==> src/rtl/nav_pkg.sv <==
// Shared types and speed constants for the maze navigation controller.
// NAV_FAST_SIM_EN selects the coarse speed increment used for fast simulation.
package nav_pkg;

  typedef enum logic [2:0] {
    NAV_IDLE     = 3'd0,
    NAV_HDNG     = 3'd1,
    NAV_RAMP     = 3'd2,
    NAV_DEC      = 3'd3,
    NAV_DEC_FAST = 3'd4
  } nav_state_t;

  localparam logic [10:0] MAX_FRWRD      = 11'h2A0;
  localparam logic [10:0] FRWRD_INC_FAST = 11'h018;
  localparam logic [10:0] FRWRD_INC_SLOW = 11'h002;

`ifdef NAV_FAST_SIM_EN
  localparam logic [10:0] FRWRD_INC = FRWRD_INC_FAST;
`else
  localparam logic [10:0] FRWRD_INC = FRWRD_INC_SLOW;
`endif

endpackage

==> src/rtl/frwrd_ramp.sv <==
// Forward-speed datapath: saturating ramp up and floored ramp down,
// advanced once per heading sample.
import nav_pkg::*;

module frwrd_ramp (
  input  logic        clk,
  input  logic        rst,
  input  logic        clr,
  input  logic        inc_en,
  input  logic        dec_en,
  input  logic        dec_fast,
  input  logic        step,
  output logic [10:0] frwrd_spd,
  output logic        done
);

  logic [11:0] inc12;
  logic [11:0] dec_amt;
  logic [11:0] sum;
  logic [11:0] diff;
  logic [10:0] sat;
  logic        floor_hit;

  assign inc12   = {1'b0, FRWRD_INC};
  assign dec_amt = dec_fast ? (inc12 << 2) : (inc12 << 1);
  assign sum     = {1'b0, frwrd_spd} + inc12;
  assign diff    = {1'b0, frwrd_spd} - dec_amt;
  assign sat     = (sum >= {1'b0, MAX_FRWRD}) ? MAX_FRWRD : sum[10:0];

  // a step that would reach or cross zero ends the move instead
  assign floor_hit = {1'b0, frwrd_spd} <= dec_amt;
  assign done      = dec_en & step & floor_hit;

  always_ff @(posedge clk) begin
    if (rst) begin
      frwrd_spd <= 11'h000;
    end else if (clr) begin
      frwrd_spd <= 11'h000;
    end else if (step) begin
      if (inc_en) begin
        frwrd_spd <= sat;
      end else if (dec_en) begin
        frwrd_spd <= floor_hit ? 11'h000 : diff[10:0];
      end
    end
  end

endmodule

==> src/rtl/navigate.sv <==
// Maze navigation sequencer: heading turns, forward ramp, opening/obstacle stops.
// Define NAV_FAST_SIM_EN for the coarse simulation speed increment.
import nav_pkg::*;

module navigate (
  input  logic        clk,
  input  logic        rst,
  input  logic        strt_hdng,
  input  logic        strt_mv,
  input  logic        stp_lft,
  input  logic        stp_rght,
  input  logic        hdng_rdy,
  input  logic        at_hdng,
  input  logic        lft_opn,
  input  logic        rght_opn,
  input  logic        frwrd_opn,
  output logic        moving,
  output logic [10:0] frwrd_spd,
  output logic        mv_cmplt,
  output logic        en_fusion
);

  nav_state_t state;
  logic       stp_lft_q;
  logic       stp_rght_q;
  logic       lft_q;
  logic       rght_q;
  logic       opn_hit;
  logic       ramp_done;
  logic       clr;
  logic       inc_en;
  logic       dec_en;
  logic       dec_fast;

  assign opn_hit = (lft_opn & ~lft_q & stp_lft_q)
                 | (rght_opn & ~rght_q & stp_rght_q);

  assign moving    = (state != NAV_IDLE);
  assign clr       = (state == NAV_IDLE) | (state == NAV_HDNG);
  assign inc_en    = (state == NAV_RAMP);
  assign dec_fast  = (state == NAV_DEC_FAST);
  assign dec_en    = (state == NAV_DEC) | dec_fast;
  assign en_fusion = frwrd_spd > (MAX_FRWRD >> 1);

  frwrd_ramp u_ramp (
    .clk       (clk),
    .rst       (rst),
    .clr       (clr),
    .inc_en    (inc_en),
    .dec_en    (dec_en),
    .dec_fast  (dec_fast),
    .step      (hdng_rdy),
    .frwrd_spd (frwrd_spd),
    .done      (ramp_done)
  );

  always_ff @(posedge clk) begin
    if (rst) begin
      state      <= NAV_IDLE;
      mv_cmplt   <= 1'b0;
      stp_lft_q  <= 1'b0;
      stp_rght_q <= 1'b0;
      lft_q      <= 1'b0;
      rght_q     <= 1'b0;
    end else begin
      mv_cmplt <= 1'b0;
      lft_q    <= lft_opn;
      rght_q   <= rght_opn;
      unique case (state)
        NAV_IDLE: begin
          if (strt_hdng) begin
            state <= NAV_HDNG;
          end else if (strt_mv) begin
            state      <= NAV_RAMP;
            stp_lft_q  <= stp_lft;
            stp_rght_q <= stp_rght;
          end
        end
        NAV_HDNG: begin
          if (at_hdng) begin
            state    <= NAV_IDLE;
            mv_cmplt <= 1'b1;
          end
        end
        NAV_RAMP: begin
          if (!frwrd_opn) begin
            state <= NAV_DEC_FAST;
          end else if (opn_hit) begin
            state <= NAV_DEC;
          end
        end
        NAV_DEC: begin
          if (ramp_done) begin
            state    <= NAV_IDLE;
            mv_cmplt <= 1'b1;
          end else if (!frwrd_opn) begin
            state <= NAV_DEC_FAST;
          end
        end
        NAV_DEC_FAST: begin
          if (ramp_done) begin
            state    <= NAV_IDLE;
            mv_cmplt <= 1'b1;
          end
        end
        default: state <= NAV_IDLE;
      endcase
    end
  end

endmodule

==> config.mk <==
export PLATFORM = sky130hd
export DESIGN_NAME = navigate
export DESIGN_NICKNAME = d
export VERILOG_FILES = /design/src/rtl/nav_pkg.sv /design/src/rtl/frwrd_ramp.sv /design/src/rtl/navigate.sv
export SDC_FILE = /design/constraint.sdc
export NUM_CORES = 1
export LEC_CHECK = 0
export ABC_AREA = 1
export BUFFER_PORTS_ARGS = -buffer_cell sky130_fd_sc_hd__buf_2
export CORE_MARGIN = 2
export CORE_UTILIZATION = 51
export DETAILED_ROUTE_END_ITERATION = 10
export PLACE_DENSITY = 0.74
export SYNTH_ARGS = -nofsm -noshare
export SYNTH_HDL_FRONTEND = slang
export SYNTH_HIERARCHICAL = 1
export SYNTH_SLANG_ARGS = --single-unit
==> constraint.sdc <==
create_clock -name clk -period 1.9 [get_ports clk]
set_input_delay 0.19 -clock clk [delete_from_list [all_inputs] [get_ports clk]]
set_output_delay 0.19 -clock clk [all_outputs]
set_load 0.01 [all_outputs]
==> impl_metrics.tcl, run 1 <==
set metrics [dict create \
    status "finished, violations left" \
    failed_checks "design-rule violations, negative setup slack" \
    worst_path_dominant_cell_family "simple AND/OR/NAND/NOR gates" \
    initial_core_util_pct 54.28 \
    internal_power_mw 1.736 \
    die_y_um 58.64 \
    postRouteWirelength_um 4661 \
    place.detailed.hpwl_um 3051 \
    final_hold_viol_count 0 \
    flow.area_growth_from_synthesis_pct 44.54 \
    post_synth_most_frequent_cells "nand2_1 (48), inv_1 (43), nor2_1 (31)" \
    initial_detailed_routing_violation_count 165 \
    cts.clk_slew.worst_paths_ns 0.12 \
    final.min_clock_period_ns 2.036 \
    critical_path_depth 17 \
    cp_cell_instances "nor2_4, inv_2, nor2_2, inv_2, ha_4, nand3_2, nand2_2, nand3_4, nor2_4, inv_2, nand2_2, nor2_4, inv_1, nand3_1, nor2_2, nor2_1, nor2_1" \
    synth_top_area_share_pct 23.66 \
    wl_met2_um 2391 \
    ys_top_cells_by_area "dfxtp_1 (24%), nand2_1 (12%), inv_1 (11%)" \
    drive_above_1_share_pct 41.10 \
    min_period_over_period_pct 107.2 \
    tritoncts.num_buffers 3 \
    timing.critical_path.to_type "flip-flop" \
    synth_fp_nets 267 \
    design.die.area_sq_um 3439 \
    routed_via_density 5.456 \
    min_path_type "input port to flip-flop" \
    met3RoutedLength_um 264 \
    core_area_sq_um 2805 \
    ys_seq_elements 18 \
    cp_max_fo 3 \
    vdd.ir_drop.worst_v 0.0009667 \
    power_frac_clock_pct 7.3 \
    cts-root-to-sink-buffers 2 \
    top_level_ports 25 \
    wl_per_cell_um 13.71 \
    path_buf_inv 4 \
    cts.sink_count 18 \
    crit_path_max_incr_delay_ns 0.35 \
    globalRoute.totalOverflow 0 \
    clk_latency_ns 0.30 \
    synth-edff-count 0 \
    route.layer.met1.wl_um 1897 \
    floorplan.die.width_um 58.64 \
    synth.most_common_cell "nand2_1" \
    power.leakage_nw 1.080 \
    grt_setup_unrepaired "true" \
    residual_drc_count 3 \
    setup-violations-final 13 \
    gpl.final_weighted_congestion 0.8748 \
    setup.worst_path.start_class "flip-flop" \
    dominantRegCellSynth "dfxtp_1" \
    final.setup.tns_ns -0.8543 \
    clock_tree.root_cell "clkbuf_4" \
    final_antenna_net_count 0 \
    r2r_end "state[0]" \
    preCtsSetupSlack_ns -0.1510 \
    maxCapViolations 0 \
    grt_start_max_net_pins 11 \
    grt_util_all_layers_pct 26.69 \
    powerDensity_nw_per_um2 1569 \
    cp.required_ns 2.15 \
    worst_r2r_path_depth 17 \
    cts_tree "done" \
    synth_cells 252 \
    cts.htree.levels 1 \
    p_sw_share_pct 49.74 \
    antennaDiodeCount 0 \
    grt_antenna_before_repair 0 \
    placementRows 19 \
    worst_r2r_startpoint "state[0]" \
    power_frac_seq_pct 15.0 \
    buffer_ports.inserted 23 \
    drt_pre_antenna_iters 7 \
    ys_async_sr_fraction_pct 0 \
    power.combinational.fraction_pct 77.8 \
    timing.reg2reg.setup_slack_ns -0.14 \
    design_power_total_mw 3.453 \
    finClkSkew_ns 0.006984 \
    synth_area_sq_um 1523 \
    critical_path_class "flip-flop to flip-flop" \
    timing.critical_path.from "state[0]" \
    critPathArrivalTime_ns 2.29 \
    synth.largest_area_cell "dfxtp_1" \
    worst_case_hold_slack_ns 0.08956 \
    switching_power_of_the_nets_mw 1.717 \
    cp_slowest_cell "dfxtp_2" \
    finalMaxSlewViolations 0 \
    grt_pass1_wl_um 7120 \
    post_synth_num_cell_types 34 \
    yosys_warnings 6 \
    setup_ws_ns -0.1364 \
    fmax_ghz 0.4911 \
    seq_area_frac_synth_pct 23.66 \
    cp_endpoint "state[0]" \
    grt_pass1_vias 1707 \
    post_synth.cell_area_avg_sq_um 6.043 \
    finish.net_count 325 \
    topRoutingLayerUsed "met4" \
    vias 1855 \
    cts_hold_buffers 0 \
]
[worst reg2reg max path, delay by kind of cell (launching register included)]
family,cells,cell delay [ns]
DFF,1,0.35
and+or+nand+nor,12,1.08
adders and majority gates,1,0.29
buffers and inverters,4,0.28
[state kept, by name, indices dropped and copies added (netlist names)]
| signal | cells |
|---|---|
| lft_q | 1 |
| stp_lft_q | 1 |
| stp_rght_q | 1 |
| state | 3 |
| mv_cmplt | 1 |
| rght_q | 1 |
| u_ramp/frwrd_spd | 10 |
[routing by layer]
layer,vias to the layer above,track usage [%]
li1,927,-
met1,834,31.02
met2,78,50.40
met3,16,2.637
met4,0,9.416
met5,-,0
[metrics by stage]
step           instance area (sq um)  util [%]  instances
3_3_place_gp                    1867     66.55        328
4_1_cts                         1983     70.70        335
5_1_grt                         2201     78.46        340
3_5_place_dp                    1867     66.55        328
6_report                        2201     78.46        340
2_1_floorplan                   1544         -        252
[layout by cell type, fill, tap and decap left out, drive strengths merged, types with 8 or more instances in the layout]
| cell | synthesis | layout |
|---|---|---|
| buf | 3 | 57 |
| nand2 | 53 | 53 |
| inv | 45 | 44 |
| nor2 | 38 | 38 |
| nand3 | 22 | 22 |
| o21ai | 21 | 21 |
| dfxtp | 18 | 18 |
| a21oi | 16 | 16 |
| nand4 | 8 | 8 |
[worst min-delay path by stage]
stage                  from        to  slack, ns  cells past startpoint
floorplan               rst  mv_cmplt       0.26                      1
global placement    lft_opn     lft_q       0.41                      3
detailed placement      rst  mv_cmplt       0.41                      2
CTS                     rst    rght_q       0.09                      2
global route            rst    rght_q       0.08                      2
finish                  rst    rght_q       0.09                      2
[what timing repair did]
action,CTS,global route
gates resized for setup,16,47
setup endpoints to repair,8,13
pin swaps,14,26
buffers inserted,3,6
[logic make-up (layout without fill, tap and decap cells)]
| family | Yosys count | in the layout | synth area share, % |
|---|---|---|---|
| adders and majority gates | 4 | 4 | 3.780 |
| xor gates and xnor gates | 6 | 6 | 3.451 |
| buffers and inverters | 50 | 107 | 13.15 |
| AOI/OAI and AO/OA | 42 | 42 | 16.02 |
| other | 1 | 1 | 0.2463 |
| DFF | 18 | 18 | 23.67 |
| and+or+nand+nor | 131 | 131 | 39.69 |
[final cells by class]
class                   instances  area [sq um]
multi-input cells             184          1190
flip-flops and latches         18         362.8
fillers                       198         604.3
inverters                      46         187.7
well taps                      31         38.79
clock buffers                   4         36.28
repair buffers                 57         385.4
[power groups by stage]
stage          Combinational (mW)  Clock, mW  Sequential [mW]
3_5_place_dp                 1.74          0            0.520
5_1_grt                      2.90      0.267            0.527
4_1_cts                      1.89      0.249            0.515
3_3_place_gp                 1.72          0            0.521
2_1_floorplan                1.07          0            0.575
6_report                     2.69      0.251            0.517
(Power assumes the default switching activity.)
==> run 2: changes to the inputs <==
--- a/config.mk
+++ b/config.mk
@@ -8,9 +8,10 @@
 export ABC_AREA = 1
 export BUFFER_PORTS_ARGS = -buffer_cell sky130_fd_sc_hd__buf_2
 export CORE_MARGIN = 2
-export CORE_UTILIZATION = 51
+export CORE_UTILIZATION = 53
+export CTS_BUF_LIST = sky130_fd_sc_hd__clkbuf_2 sky130_fd_sc_hd__clkbuf_4 sky130_fd_sc_hd__clkbuf_8
 export DETAILED_ROUTE_END_ITERATION = 10
-export PLACE_DENSITY = 0.74
+export PLACE_DENSITY = 0.77
 export SYNTH_ARGS = -nofsm -noshare
 export SYNTH_HDL_FRONTEND = slang
 export SYNTH_HIERARCHICAL = 1
==> run 2 against run 1 <==
Net effect:
- the run ends with negative setup slack left
- power shrank 3.9%
- design area shrank 5.3%
- largest cell class unchanged
- via count shrank 0.43%
- sequential cell count is the same
- global-route usage shrank 0.69 points
- clock skew is essentially flat
- worst setup slack lost 0.022 ns
==> impl_metrics.tcl, run 2 (same netlist as run 1, synthesis figures left out) <==
set metrics [dict create \
    min_path_type "input port to flip-flop" \
    top_level_ports 25 \
    cts_hold_buffers 0 \
    cp_max_fo 4 \
    wl_per_cell_um 13.70 \
    mostFrequentLayoutCells "nand2_1 (40), inv_1 (38), nor2_1 (25)" \
    antennaDiodeCount 0 \
    design.die.area_sq_um 3318 \
    globalRoute.totalOverflow 0 \
    grt_pass1_wl_um 6727 \
    status "finished, violations left" \
    cts.htree.levels 1 \
    grt_setup_unrepaired "true" \
    final_hold_viol_count 0 \
    initial_core_util_pct 55.70 \
    leading_cell_type_in_the_layout_fill_and_taps_excluded "nand2_1" \
    residual_drc_count 0 \
    drt_pre_antenna_iters 4 \
    setup.worst_path.start_class "flip-flop" \
    floorplan.die.width_um 57.60 \
    grt_start_max_net_pins 11 \
    cts-root-to-sink-buffers 2 \
    finalMaxSlewViolations 0 \
    powerDensity_nw_per_um2 1591 \
    failed_checks "negative setup slack" \
    worst_r2r_startpoint "state[1]" \
    cts_tree "done" \
    clk_latency_ns 0.30 \
    fillerInstances 210 \
    vias 1847 \
    buffer_ports.inserted 23 \
    largestRegisters "u_ramp/frwrd_spd x10, state x3" \
    flip_flop_count_of_the_largest_register_all_copies_and_words_added 10 \
    place.detailed.hpwl_um 3042 \
    design_power_total_mw 3.317 \
    finClkSkew_ns 0.006739 \
    largest_register "u_ramp/frwrd_spd" \
    critPathArrivalTime_ns 2.30 \
    final.min_clock_period_ns 2.058 \
    maxCapViolations 0 \
    grt_util_all_layers_pct 26.01 \
    core_area_sq_um 2734 \
    setup_ws_ns -0.1585 \
    hold_start "rght_opn" \
    min_period_over_period_pct 108.3 \
    gpl.final_weighted_congestion 0.8721 \
    routed_via_density 5.563 \
    power.leakage_nw 1.036 \
    flow.area_growth_from_synthesis_pct 36.89 \
    grt_pass1_vias 1564 \
    cts.clk_slew.worst_paths_ns 0.11 \
    placementRows 19 \
    critical_path_class "flip-flop to flip-flop" \
    setup-violations-final 13 \
    placed_area_sq_um 1829 \
    tritoncts.num_buffers 3 \
    drive_above_1_share_pct 36.88 \
    finish.net_count 317 \
    die_y_um 57.60 \
    fmax_ghz 0.4858 \
    timing.critical_path.from "state[1]" \
    vdd.ir_drop.worst_v 0.001266 \
    cts.sink_count 18 \
    postRouteWirelength_um 4549 \
    final_design_area_no_fill_sq_um 2085 \
    timing.critical_path.to_type "flip-flop" \
    initial_detailed_routing_violation_count 107 \
    grt_antenna_before_repair 0 \
    final_antenna_net_count 0 \
    worst_case_hold_slack_ns 0.09177 \
    cp.required_ns 2.14 \
    clock_tree.root_cell "clkbuf_4" \
]
-- run 2: per-layer routing --
layer  global-route usage (%)  routed length [um]  vias up
met4                    7.973                 163        0
met2                    47.89                2229       85
met1                    30.58                1879      833
met5                        0                   0        -
li1                         -                   -      912
met3                    4.082                 277       17
-- run 2: repair_timing --
action / 4_1_cts / 5_1_grt
resized for setup: 17 / 35
pin swaps: 10 / 20
endpoints found under the setup margin: 6 / 13
hold endpoints to repair: 0 / 0
buffers inserted: 1 / 5
-- run 2: worst max-delay path, cell delays in order (launching register included) --
cell and delay, ns:
dfxtp_2 0.35, nor2_4 0.11, inv_2 0.05, nor2_2 0.10, inv_2 0.07, buf_4 0.15, fa_2 0.40, nor3_4 0.25
nand3_2 0.11, xor2_1 0.19, nand2_1 0.10, a21oi_1 0.13
-- run 2: area by class of cell --
| class | count | area (sq um) | area share, % |
|---|---|---|---|
| multi-input combinational | 184 | 1136 | 54.50 |
| clock buffer | 4 | 36.28 | 1.741 |
| tap | 31 | 38.79 | 1.861 |
| timing repair buffer | 49 | 321.6 | 15.43 |
| sequential | 18 | 362.8 | 17.41 |
| inverter | 46 | 188.9 | 9.064 |
-- run 2: power breakdown --
group	internal, mW	leakage, nW	switching, mW
Sequential	0.456	0.147	0.0825
Combinational	1.08	0.868	1.46
Clock	0.117	0.0210	0.124
Total	1.65	1.04	1.67
-- run 2: metrics by stage --
stage          cells   TNS (ns)  utilization, %  worst slack [ns]
6_report         332    -0.9736           76.25           -0.1585
3_3_place_gp     323    -0.2288           66.91          -0.06693
5_1_grt          332     -2.163           76.25           -0.2698
4_1_cts          328  -0.009564           70.66         -0.008774
3_5_place_dp     323    -0.4019           66.91           -0.1141
2_1_floorplan    252    -0.3924               -           -0.1076
-- run 2: final timing paths --
path	end	slack, ns	depth (start not counted)
max	u_ramp/frwrd_spd[10]	-0.16	11
min	rght_q	0.09	3
max reg2reg	u_ramp/frwrd_spd[10]	-0.16	11
min reg2reg	stp_lft_q	0.53	2
==> run 3: changes to the inputs <==
--- a/config.mk
+++ b/config.mk
@@ -8,10 +8,10 @@
 export ABC_AREA = 1
 export BUFFER_PORTS_ARGS = -buffer_cell sky130_fd_sc_hd__buf_2
 export CORE_MARGIN = 2
-export CORE_UTILIZATION = 53
+export CORE_UTILIZATION = 58
 export CTS_BUF_LIST = sky130_fd_sc_hd__clkbuf_2 sky130_fd_sc_hd__clkbuf_4 sky130_fd_sc_hd__clkbuf_8
 export DETAILED_ROUTE_END_ITERATION = 10
-export PLACE_DENSITY = 0.77
+export PLACE_DENSITY = 0.8
 export SYNTH_ARGS = -nofsm -noshare
 export SYNTH_HDL_FRONTEND = slang
 export SYNTH_HIERARCHICAL = 1
==> constraint.sdc (replaced) <==
create_clock -name clk -period 2.33 [get_ports clk]
set_input_delay 0.233 -clock clk [delete_from_list [all_inputs] [get_ports clk]]
set_output_delay 0.233 -clock clk [all_outputs]
set_load 0.01 [all_outputs]
==> run 3 against run 2 <==
Net effect:
- the flow now finishes without violations
- worst setup slack better by 0.36 ns
- clock power down 17%
- die area down 8.0%
- sequential power down 14%
- worst hold slack better by 0.046 ns
- clock skew up 0.00059 ns
- combinational power down 48%
- cell count down 5.4%
- largest power group unchanged
==> impl_metrics.tcl, run 3 (same netlist as run 1, synthesis figures left out) <==
set metrics [dict create \
    tightest_slew_ns 0.5807 \
    cts.htree.levels 1 \
    floorplan.die.width_um 55.24 \
    drive_above_1_share_pct 23.59 \
    timing.critical_path.to_type "flip-flop" \
    fillerInstances 243 \
    initial_core_util_pct 61.46 \
    clk_latency_ns 0.31 \
    grt_pass1_wl_um 6534 \
    core_area_sq_um 2477 \
    cp_max_fo 3 \
    setup.worst_path.start_class "flip-flop" \
    globalRoute.totalOverflow 0 \
    status "finished clean" \
    grt_start_max_net_pins 15 \
    critPathArrivalTime_ns 2.34 \
    maxCapViolations 0 \
    cts_tree "done" \
    flow.area_growth_from_synthesis_pct 16.93 \
    drt_pre_antenna_iters 4 \
    tritoncts.num_buffers 3 \
    mostFrequentLayoutCells "nand2_1 (46), inv_1 (41), nor2_1 (29)" \
    min_path_type "input port to flip-flop" \
    placementRows 18 \
    largest_register "u_ramp/frwrd_spd" \
    post-route-util_pct 71.87 \
    worst_case_hold_slack_ns 0.1376 \
    grt_util_all_layers_pct 26.05 \
    vdd.ir_drop.worst_v 0.0009391 \
    cp.required_ns 2.55 \
    setup-violations-final 0 \
    finClkSkew_ns 0.007327 \
    critical_path_class "flip-flop to flip-flop" \
    die_y_um 55.24 \
    fmax_ghz 0.4708 \
    power.leakage_nw 0.9264 \
    routed_via_density 5.494 \
    initial_detailed_routing_violation_count 98 \
    cts.clk_slew.worst_paths_ns 0.11 \
    place.detailed.hpwl_um 2832 \
    ff_latch_area_sq_um 362.8 \
    wl_per_cell_um 12.00 \
    min_period_over_period_pct 91.15 \
    finalMaxSlewViolations 0 \
    largestRegisters "u_ramp/frwrd_spd x10, state x3" \
    final_hold_viol_count 0 \
    gpl.final_weighted_congestion 0.8953 \
    grt_antenna_before_repair 0 \
    final_antenna_net_count 0 \
    antennaDiodeCount 0 \
    final.min_clock_period_ns 2.124 \
    buffer_ports.inserted 23 \
    design.die.area_sq_um 3051 \
    placed_area_sq_um 1702 \
    grt_pass1_vias 1570 \
    cts-root-to-sink-buffers 2 \
    powerDensity_nw_per_um2 1105 \
    final_design_area_no_fill_sq_um 1780 \
    max-slew-margin-rel_pct 61.14 \
    clock_tree.root_cell "clkbuf_4" \
    postRouteWirelength_um 3769 \
    cts.sink_count 18 \
    flip_flop_count_of_the_largest_register_all_copies_and_words_added 10 \
    leading_cell_type_in_the_layout_fill_and_taps_excluded "nand2_1" \
    finish.net_count 300 \
    top_level_ports 25 \
    vias 1725 \
    multiInputGateArea_sq_um 987.2 \
    residual_drc_count 0 \
]
## run 3: changes by cell type in the layout (fill, tap and decap cells not counted), sizes merged
cell,change
clkinv,-1
buf,-17
inv,+1
## run 3: worst paths after layout
| kind | start | end | slack (ns) | cells after the start |
|---|---|---|---|---|
| worst max register to register | state[0] | state[1] | 0.21 | 17 |
| worst max-delay path | state[0] | state[1] | 0.21 | 17 |
| worst min-delay path | rght_opn | rght_q | 0.14 | 3 |
| worst min register to register | stp_rght_q | stp_rght_q | 0.52 | 2 |
## run 3: repair_timing
item | in CTS | in global routing
buffers inserted | 0 | 2
endpoints found under the setup margin | 0 | 4
hold buffers | 0 | 0
hold endpoints to repair | 0 | 0
resized for setup | 0 | 11
## run 3: stage by stage
stage	power, mW	std cells	TNS [ns]	setup slack (ns)
6_report	1.968	314	0	0.2061
3_3_place_gp	1.599	308	0	0.2211
3_5_place_dp	1.617	308	0	0.1207
5_1_grt	2.146	314	-0.006564	-0.006564
4_1_cts	1.830	312	0	0.07813
2_1_floorplan	1.300	252	0	0.2417
## run 3: layer usage
metal	wire length, um	GRT usage (%)
met5	0	0
met4	51	8.362
met3	265	3.981
met2	1862	45.75
met1	1589	32.46
## run 3: critical path: stages, from the launching register on
cell and delay (ns):
dfxtp_2 0.35, nor2_4 0.14, inv_2 0.05, nor2_2 0.08, inv_2 0.06, ha_1 0.28, nand2_1 0.08, nand2_2 0.06
nand2_2 0.07, nand3_2 0.10, nor2_4 0.14, inv_1 0.06, nand3_1 0.10, nand2_1 0.07, nor2_2 0.14, nand2_1 0.08
nor2_1 0.11, nor2_1 0.05
## run 3: area by class of cell
| type | instances | area share [%] |
|---|---|---|
| well taps | 30 | 2.108 |
| repair buffers | 32 | 10.26 |
| clock buffers | 4 | 2.038 |
| multi-input cells | 184 | 55.45 |
| flip-flops and latches | 18 | 20.38 |
| inverters | 46 | 9.768 |
## run 3: report_power, final
| part | switching (mW) | internal, mW |
|---|---|---|
| sequential | 0.0875 | 0.372 |
| clock | 0.104 | 0.0955 |
| combinational | 0.813 | 0.496 |
| total | 1.00 | 0.964 |
